===== src/rtl/debug_run_ctrl_if.sv =====
// Board/CPU-side signal bundle for the run/halt controller.
// Pure wiring, no latency.
// No backpressure: quasi-static switches, raw buttons and a per-cycle run strobe.
interface debug_run_ctrl_if #(
   parameter int ADDR_W = 32,
   parameter int CNT_W  = 32
);
   logic [1:0]        mode_i;
   logic              step_btn_i;
   logic              resume_btn_i;
   logic              bp_en_i;
   logic [ADDR_W-1:0] bp_addr_i;
   logic [ADDR_W-1:0] pc_i;
   logic              cpu_run_o;
   logic [CNT_W-1:0]  cycle_count_o;
   logic              bp_hit_o;
   logic [2:0]        state_o;

   // controller side
   modport slave (
      input  mode_i, step_btn_i, resume_btn_i, bp_en_i, bp_addr_i, pc_i,
      output cpu_run_o, cycle_count_o, bp_hit_o, state_o
   );

   // board / CPU side
   modport master (
      output mode_i, step_btn_i, resume_btn_i, bp_en_i, bp_addr_i, pc_i,
      input  cpu_run_o, cycle_count_o, bp_hit_o, state_o
   );
endinterface


===== src/rtl/debug_run_ctrl.sv =====
// Run/halt controller: per-cycle CPU advance strobe from mode, buttons, slow divider, PC breakpoint.
// Grant is registered (1 cycle); button presses add 2 sync + DEBOUNCE_CYCLES + 1 edge cycles.
// No backpressure: cpu_run_o is an unconditional strobe, the CPU halts whenever it is low.
module debug_run_ctrl #(
   parameter int ADDR_W          = 32,
   parameter int CNT_W           = 32,
   parameter int DIV_PERIOD      = 50_000_000,
   parameter int DEBOUNCE_CYCLES = 1_000_000
) (
   input  logic            CK_REF,
   input  logic            RST_N,
   debug_run_ctrl_if.slave bus
);

   typedef enum logic [2:0] {
      S_IDLE  = 3'd0,
      S_STEP  = 3'd1,
      S_SLOW  = 3'd2,
      S_FREE  = 3'd3,
      S_BREAK = 3'd4
   } state_t;

   localparam int               DIV_W   = $clog2(DIV_PERIOD);
   localparam logic [DIV_W-1:0] DIV_MAX = DIV_W'(DIV_PERIOD - 1);
   localparam int               DB_W    = (DEBOUNCE_CYCLES > 1) ? $clog2(DEBOUNCE_CYCLES) : 1;
   localparam logic [DB_W-1:0]  DB_MAX  = DB_W'(DEBOUNCE_CYCLES - 1);

   // bit 0 = step button, bit 1 = resume button
   logic [1:0]        w_btn_raw;
   logic [1:0]        r_sync1;
   logic [1:0]        r_sync2;
   logic [1:0]        r_acc;
   logic [1:0]        r_acc_d;
   logic [1:0]        r_press;
   logic [DB_W-1:0]   r_db_cnt [2];

   state_t            r_state;
   state_t            w_state_nxt;
   logic              w_grant;
   logic              w_mask_set;
   logic              w_match;
   logic              r_cpu_run;
   logic              r_mask;
   logic [DIV_W-1:0]  r_div;
   logic [CNT_W-1:0]  r_cnt;

   assign w_btn_raw = {bus.resume_btn_i, bus.step_btn_i};

   // After a resume the PC still sits on the breakpoint for a cycle or more;
   // r_mask keeps that stale PC from re-breaking until it moves away.
   assign w_match = bus.bp_en_i & (bus.pc_i == bus.bp_addr_i) & ~r_mask;

   function automatic state_t mode_state(input logic [1:0] m);
      case (m)
         2'b00:   return S_IDLE;
         2'b01:   return S_STEP;
         2'b10:   return S_SLOW;
         default: return S_FREE;
      endcase
   endfunction

   // Button path: 2-flop synchroniser, debounce counter, registered rising-edge pulse
   always_ff @(posedge CK_REF) begin
      if (!RST_N) begin
         r_sync1     <= '0;
         r_sync2     <= '0;
         r_acc       <= '0;
         r_acc_d     <= '0;
         r_press     <= '0;
         r_db_cnt[0] <= '0;
         r_db_cnt[1] <= '0;
      end else begin
         r_sync1 <= w_btn_raw;
         r_sync2 <= r_sync1;
         r_acc_d <= r_acc;
         r_press <= r_acc & ~r_acc_d;
         for (int b = 0; b < 2; b++) begin
            if (r_sync2[b] == r_acc[b]) begin
               r_db_cnt[b] <= '0;
            end else if (r_db_cnt[b] == DB_MAX) begin
               r_acc[b]    <= r_sync2[b];
               r_db_cnt[b] <= '0;
            end else begin
               r_db_cnt[b] <= r_db_cnt[b] + 1'b1;
            end
         end
      end
   end

   // Next state and grant; presses not consumed by the current state are dropped
   always_comb begin
      w_state_nxt = r_state;
      w_grant     = 1'b0;
      w_mask_set  = 1'b0;
      case (r_state)
         S_IDLE: begin
            w_state_nxt = mode_state(bus.mode_i);
         end
         S_STEP: begin
            w_grant     = r_press[0];
            w_state_nxt = mode_state(bus.mode_i);
         end
         S_SLOW: begin
            if (w_match) begin
               w_state_nxt = S_BREAK;
            end else begin
               w_grant     = (r_div == DIV_MAX);
               w_state_nxt = mode_state(bus.mode_i);
            end
         end
         S_FREE: begin
            if (w_match) begin
               w_state_nxt = S_BREAK;
            end else begin
               w_grant     = 1'b1;
               w_state_nxt = mode_state(bus.mode_i);
            end
         end
         S_BREAK: begin
            // Halt switch beats a coincident resume. BREAK is only reachable from
            // SLOW/FREE and mode_i is what selected them, so the mode we return to
            // is simply the state for the current mode_i (it also covers a switch
            // change made while halted).
            if (bus.mode_i == 2'b00) begin
               w_state_nxt = S_IDLE;
            end else if (r_press[1]) begin
               w_grant     = 1'b1;
               w_mask_set  = 1'b1;
               w_state_nxt = mode_state(bus.mode_i);
            end
         end
         default: begin
            w_state_nxt = S_IDLE;
         end
      endcase
   end

   // State, run strobe, slow divider, breakpoint mask and saturating cycle counter
   always_ff @(posedge CK_REF) begin
      if (!RST_N) begin
         r_state   <= S_IDLE;
         r_cpu_run <= 1'b0;
         r_div     <= '0;
         r_mask    <= 1'b0;
         r_cnt     <= '0;
      end else begin
         r_state   <= w_state_nxt;
         r_cpu_run <= w_grant;
         // held at 0 outside SLOW so every entry starts a fresh period
         if (r_state != S_SLOW || r_div == DIV_MAX) begin
            r_div <= '0;
         end else begin
            r_div <= r_div + 1'b1;
         end
         if (w_mask_set) begin
            r_mask <= 1'b1;
         end else if (bus.pc_i != bus.bp_addr_i) begin
            r_mask <= 1'b0;
         end
         if (r_cpu_run && !(&r_cnt)) begin
            r_cnt <= r_cnt + 1'b1;
         end
      end
   end

   assign bus.cpu_run_o     = r_cpu_run;
   assign bus.cycle_count_o = r_cnt;
   assign bus.bp_hit_o      = (r_state == S_BREAK);
   assign bus.state_o       = r_state;

endmodule


===== src/flat_wrapper.sv =====
// flat-port wrapper written by rule: the top's interface ports become plain ports
module debug_run_ctrl_flat 
#(
   parameter int ADDR_W          = 32,
   parameter int CNT_W           = 32,
   parameter int DIV_PERIOD      = 50_000_000,
   parameter int DEBOUNCE_CYCLES = 1_000_000
)
  (CK_REF, RST_N, bus_mode_i, bus_step_btn_i, bus_resume_btn_i, bus_bp_en_i, bus_bp_addr_i, bus_pc_i, bus_cpu_run_o, bus_cycle_count_o, bus_bp_hit_o, bus_state_o);
  debug_run_ctrl_if #(.ADDR_W(ADDR_W), .CNT_W(CNT_W)) bus_i ();
  input  logic CK_REF;
  input  logic RST_N;
  input wire logic [$bits(bus_i.mode_i)-1:0] bus_mode_i;
  input wire logic [$bits(bus_i.step_btn_i)-1:0] bus_step_btn_i;
  input wire logic [$bits(bus_i.resume_btn_i)-1:0] bus_resume_btn_i;
  input wire logic [$bits(bus_i.bp_en_i)-1:0] bus_bp_en_i;
  input wire logic [$bits(bus_i.bp_addr_i)-1:0] bus_bp_addr_i;
  input wire logic [$bits(bus_i.pc_i)-1:0] bus_pc_i;
  output wire logic [$bits(bus_i.cpu_run_o)-1:0] bus_cpu_run_o;
  output wire logic [$bits(bus_i.cycle_count_o)-1:0] bus_cycle_count_o;
  output wire logic [$bits(bus_i.bp_hit_o)-1:0] bus_bp_hit_o;
  output wire logic [$bits(bus_i.state_o)-1:0] bus_state_o;
  assign bus_i.mode_i = bus_mode_i;
  assign bus_i.step_btn_i = bus_step_btn_i;
  assign bus_i.resume_btn_i = bus_resume_btn_i;
  assign bus_i.bp_en_i = bus_bp_en_i;
  assign bus_i.bp_addr_i = bus_bp_addr_i;
  assign bus_i.pc_i = bus_pc_i;
  assign bus_cpu_run_o = bus_i.cpu_run_o;
  assign bus_cycle_count_o = bus_i.cycle_count_o;
  assign bus_bp_hit_o = bus_i.bp_hit_o;
  assign bus_state_o = bus_i.state_o;
  debug_run_ctrl #(.ADDR_W(ADDR_W), .CNT_W(CNT_W), .DIV_PERIOD(DIV_PERIOD), .DEBOUNCE_CYCLES(DEBOUNCE_CYCLES)) u_core (.CK_REF(CK_REF), .RST_N(RST_N), .bus(bus_i));
endmodule

===== config.mk =====
export PLATFORM = sky130hd
export DESIGN_NAME = debug_run_ctrl_flat
export DESIGN_NICKNAME = d
export VERILOG_FILES = /design/src/rtl/debug_run_ctrl_if.sv /design/src/rtl/debug_run_ctrl.sv /design/src/flat_wrapper.sv
export SDC_FILE = /design/constraint.sdc
export NUM_CORES = 1
export LEC_CHECK = 0
export ABC_AREA = 1
export CELL_PAD_IN_SITES_DETAIL_PLACEMENT = 0
export CELL_PAD_IN_SITES_GLOBAL_PLACEMENT = 1
export CORE_UTILIZATION = 38
export DETAILED_ROUTE_END_ITERATION = 12
export HOLD_SLACK_MARGIN = 0.08
export PLACE_DENSITY = 0.84
export SLEW_MARGIN = 20
export SYNTH_ARGS = -nofsm -noshare
export SYNTH_HDL_FRONTEND = slang
export SYNTH_SLANG_ARGS = --single-unit

===== constraint.sdc =====
create_clock -name CK_REF -period 2.32 [get_ports CK_REF]
set_clock_uncertainty 0.15 [all_clocks]
set_input_delay 0.464 -clock CK_REF [delete_from_list [all_inputs] [get_ports CK_REF]]
set_output_delay 0.464 -clock CK_REF [all_outputs]
set_load 0.05 [all_outputs]

==> flow_summary.ini, run 1 <==
[die]
die_area_mm2 = 0.01855
rows = 48
initial_utilization_pct = 39.30
core_mm2 = 0.01742
fp.dieH_um = 136.2
die_w_um = 136.2
ios = 108

[layout]
fin_nets = 1273
layout_common_cells = nand2_1 (314), inv_1 (158), nor2_1 (141), clkdlybuf4s50_1 (85), dfxtp_1 (71)
area_growth_pct = 32.18
diodes = 0
final_common_cell = nand2_1
nFillCells = 1745
final_area_mm2 = 0.009046
drive_gt1_share_pct = 6.446

[sta]
slew_violations = 0
hold_viol_final = 0
fin_crit_sh_pct = 97.78
setup_violations = 0
rsz0062_at_grt = false
min_period_ns = 2.269
worst_pin_slew_ns = 0.5378
relSlewSlack_pct = 64.09
whs_ns = 0.2343
tns_ns = 0
fmax_mhz = 440.8

[power_and_ir_drop]
power_frac_seq_pct = 41.9
power.internal_mw = 3.973
p_switching_mw = 1.102
clockPowerShare_pct = 51.1
powerDensity_mw_per_mm2 = 561.1
p_sw_share_pct = 21.72
comb_power_share_pct = 7.0
p_leak_nw = 3.875
ir_drop_v = 0.0005106

[clock_tree]
clk_latency_ns = 0.41
cts_made_buffers = 17
cts_tree = done
root_buffer = clkbuf_16
clock_sinks = 113
cts.path.max_buffers = 2
cts_max_level = 4
path_clk_slew_ns = 0.05

[logic_synthesis]
synthSimpleGateAreaFrac_pct = 38.59
synth-seq-cells = 113
ys_types = 37
yosys_warnings = 0
synth_cells = 1027
postSynthAreaPerCell_um2 = 6.664
synth_mux_area_share_pct = 0
synth_compound_area_share_pct = 6.563
ys_seq_area_share_pct = 38.90
synthAdderAreaFrac_pct = 0.7313
syn-cell-area_mm2 = 0.006844
synth_xor_area_share_pct = 4.991
synth_top_family_by_area = simple AND/OR/NAND/NOR gates

[critical_path]
critical_path_arrival_ns = 1.65
start_kind = register
crit_chain = clkdlybuf4s50_1
critPathKind = register to output port
worst_setup_path_end_kind = output port
critical_path_buf_inv_count = 1
cp_slowest_cell = clkdlybuf4s50_1
crit_family = buffers and inverters
worstPathRequired_ns = 1.71
critical_path_peak_fanout = 5
slowest_delay_ns = 0.85

[global_route]
track_usage_pct = 18.58
antenna_found_initial = 0
grt_pass1_wl_mm = 27.34
grt_max_degree = 27
grt-ovfl-total = 0
grt_pass1_vias = 5993

[drt]
wl_per_cell_um = 11.63
drc_errors = 0
avgViaCountPerCell = 4.596
ant_nets = 0
dr.pass1.iters = 5
wl_mm = 16.70
dr_total_vias = 6595
drt-initial-drc-count = 310

[status]
status = completed

[place]
portBuffers = 107
dpl_cell_area_mm2 = 0.008431
gp_congestion = 0.8540
hpwl_mm = 12.73

[flow_run]
drv_cap = 0

[hold_path]
hold_path_class = register to register
-- metrics by stage --
step	worst slack [ns]	power, mW	std cells	utilization [%]
after floorplan	0.1176	2.334	1066	-
after global placement	0.1272	2.519	1402	48.41
after detailed placement	0.1232	2.523	1402	48.41
after CTS	0.0005930	5.140	1433	51.71
after global routing	0.0003670	5.253	1435	51.94
final	0.05149	5.075	1435	51.94
-- timing repair --
item / in CTS / in global routing
setup buffers: 0 / 2
hold buffers: 0 / 0
pin swaps: 0 / 1
endpoints found under the setup margin: 10 / 14
gates resized for setup: 10 / 10
-- state kept, by name (all words and copies together), names as in the netlist --
register / cells
u_core.r_db_cnt: 40
u_core.bus.cycle_count_o: 32
u_core.r_div: 26
u_core.bus.state_o: 3
u_core.r_acc: 2
u_core.r_acc_d: 2
u_core.r_press: 2
u_core.r_sync1: 2
u_core.r_sync2: 2
u_core.bus.cpu_run_o: 1
u_core.r_mask: 1
-- cell families after synthesis --
family                     after synthesis
adders and majority gates                4
buffers and inverters                  176
DFF                                    113
and+or+nand+nor                        610
AOI/OAI and AO/OA                       84
other                                    1
xor gates and xnor gates                39
-- cell usage after synthesis --
library cell,n,area share [%]
a31oi_1,3,0.27
edfxtp_1,40,18
nand2_4,2,0.33
nand3_1,41,3.0
conb_1,1,0.055
xnor2_1,20,2.6
nand2b_1,1,0.091
nor2_4,1,0.16
xor2_1,19,2.4
buf_6,1,0.16
ha_1,4,0.73
nor4_1,9,0.82
nor3b_1,10,1.1
nand3_2,4,0.59
o21ai_0,15,1.1
nand4_1,28,2.6
nand2_2,1,0.091
clkinv_1,1,0.055
nand2_1,314,17
buf_2,4,0.29
dfxtp_1,73,21
nor3_1,41,3.0
buf_8,2,0.44
a211oi_1,1,0.11
a21oi_1,58,4.2
or3_1,2,0.18
or2_2,7,0.64
clkbuf_1,9,0.49
o21a_1,2,0.22
a21o_1,1,0.11
nand3b_1,6,0.66
a21oi_2,4,0.51
nor2_1,141,7.7
nor3_4,1,0.24
inv_2,1,0.055
inv_1,158,8.7
nor3b_2,1,0.18
-- cell type report --
class                           count  area [µm²]  area share, %
Clock inverter                      8       98.84          1.093
Clock buffer                       23       489.2          5.408
Timing Repair Buffer              129        1276          14.11
Sequential cell                   113        2665          29.46
Tap cell                          225       281.5          3.112
Multi-Input combinational cell    777        3635          40.18
Inverter                          160       600.6          6.639
-- power groups by stage --
| stage | clock, mW | combinational [mW] | sequential (mW) |
|---|---|---|---|
| CTS | 2.66 | 0.358 | 2.13 |
| detailed placement | 0 | 0.355 | 2.17 |
| global placement | 0 | 0.353 | 2.17 |
| global route | 2.72 | 0.401 | 2.13 |
| floorplan | 0 | 0.169 | 2.16 |
| finish | 2.59 | 0.356 | 2.13 |
-- layer usage --
metal | global-route usage, % | wire length, µm | vias up
met4 | 5.494 | 155 | 0
met5 | 0 | 0 | -
met2 | 31.42 | 7701 | 108
li1 | - | - | 3566
met3 | 3.542 | 579 | 14
met1 | 23.84 | 8259 | 2907
-- worst paths after layout --
check	from	endpoint	slack [ns]	cells past startpoint
hold reg to reg	u_core.r_acc_d[1]	u_core.r_press[1]	0.23	1
hold / removal	u_core.r_acc_d[1]	u_core.r_press[1]	0.23	1
setup reg to reg	u_core.bus.cycle_count_o[1]	u_core.bus.cycle_count_o[26]	0.17	9
setup / recovery	u_core.bus.cycle_count_o[3]	bus_cycle_count_o[3]	0.05	1
Power figures use the tool's default switching activity.
==> inputs of run 2 (changes only) <==
- ABC_CLOCK_PERIOD_IN_PS: default -> 2320
- SLEW_MARGIN: 20 -> 30
==> results of run 2 <==
Final layout, timing and power as in run 1 (identical DEF).
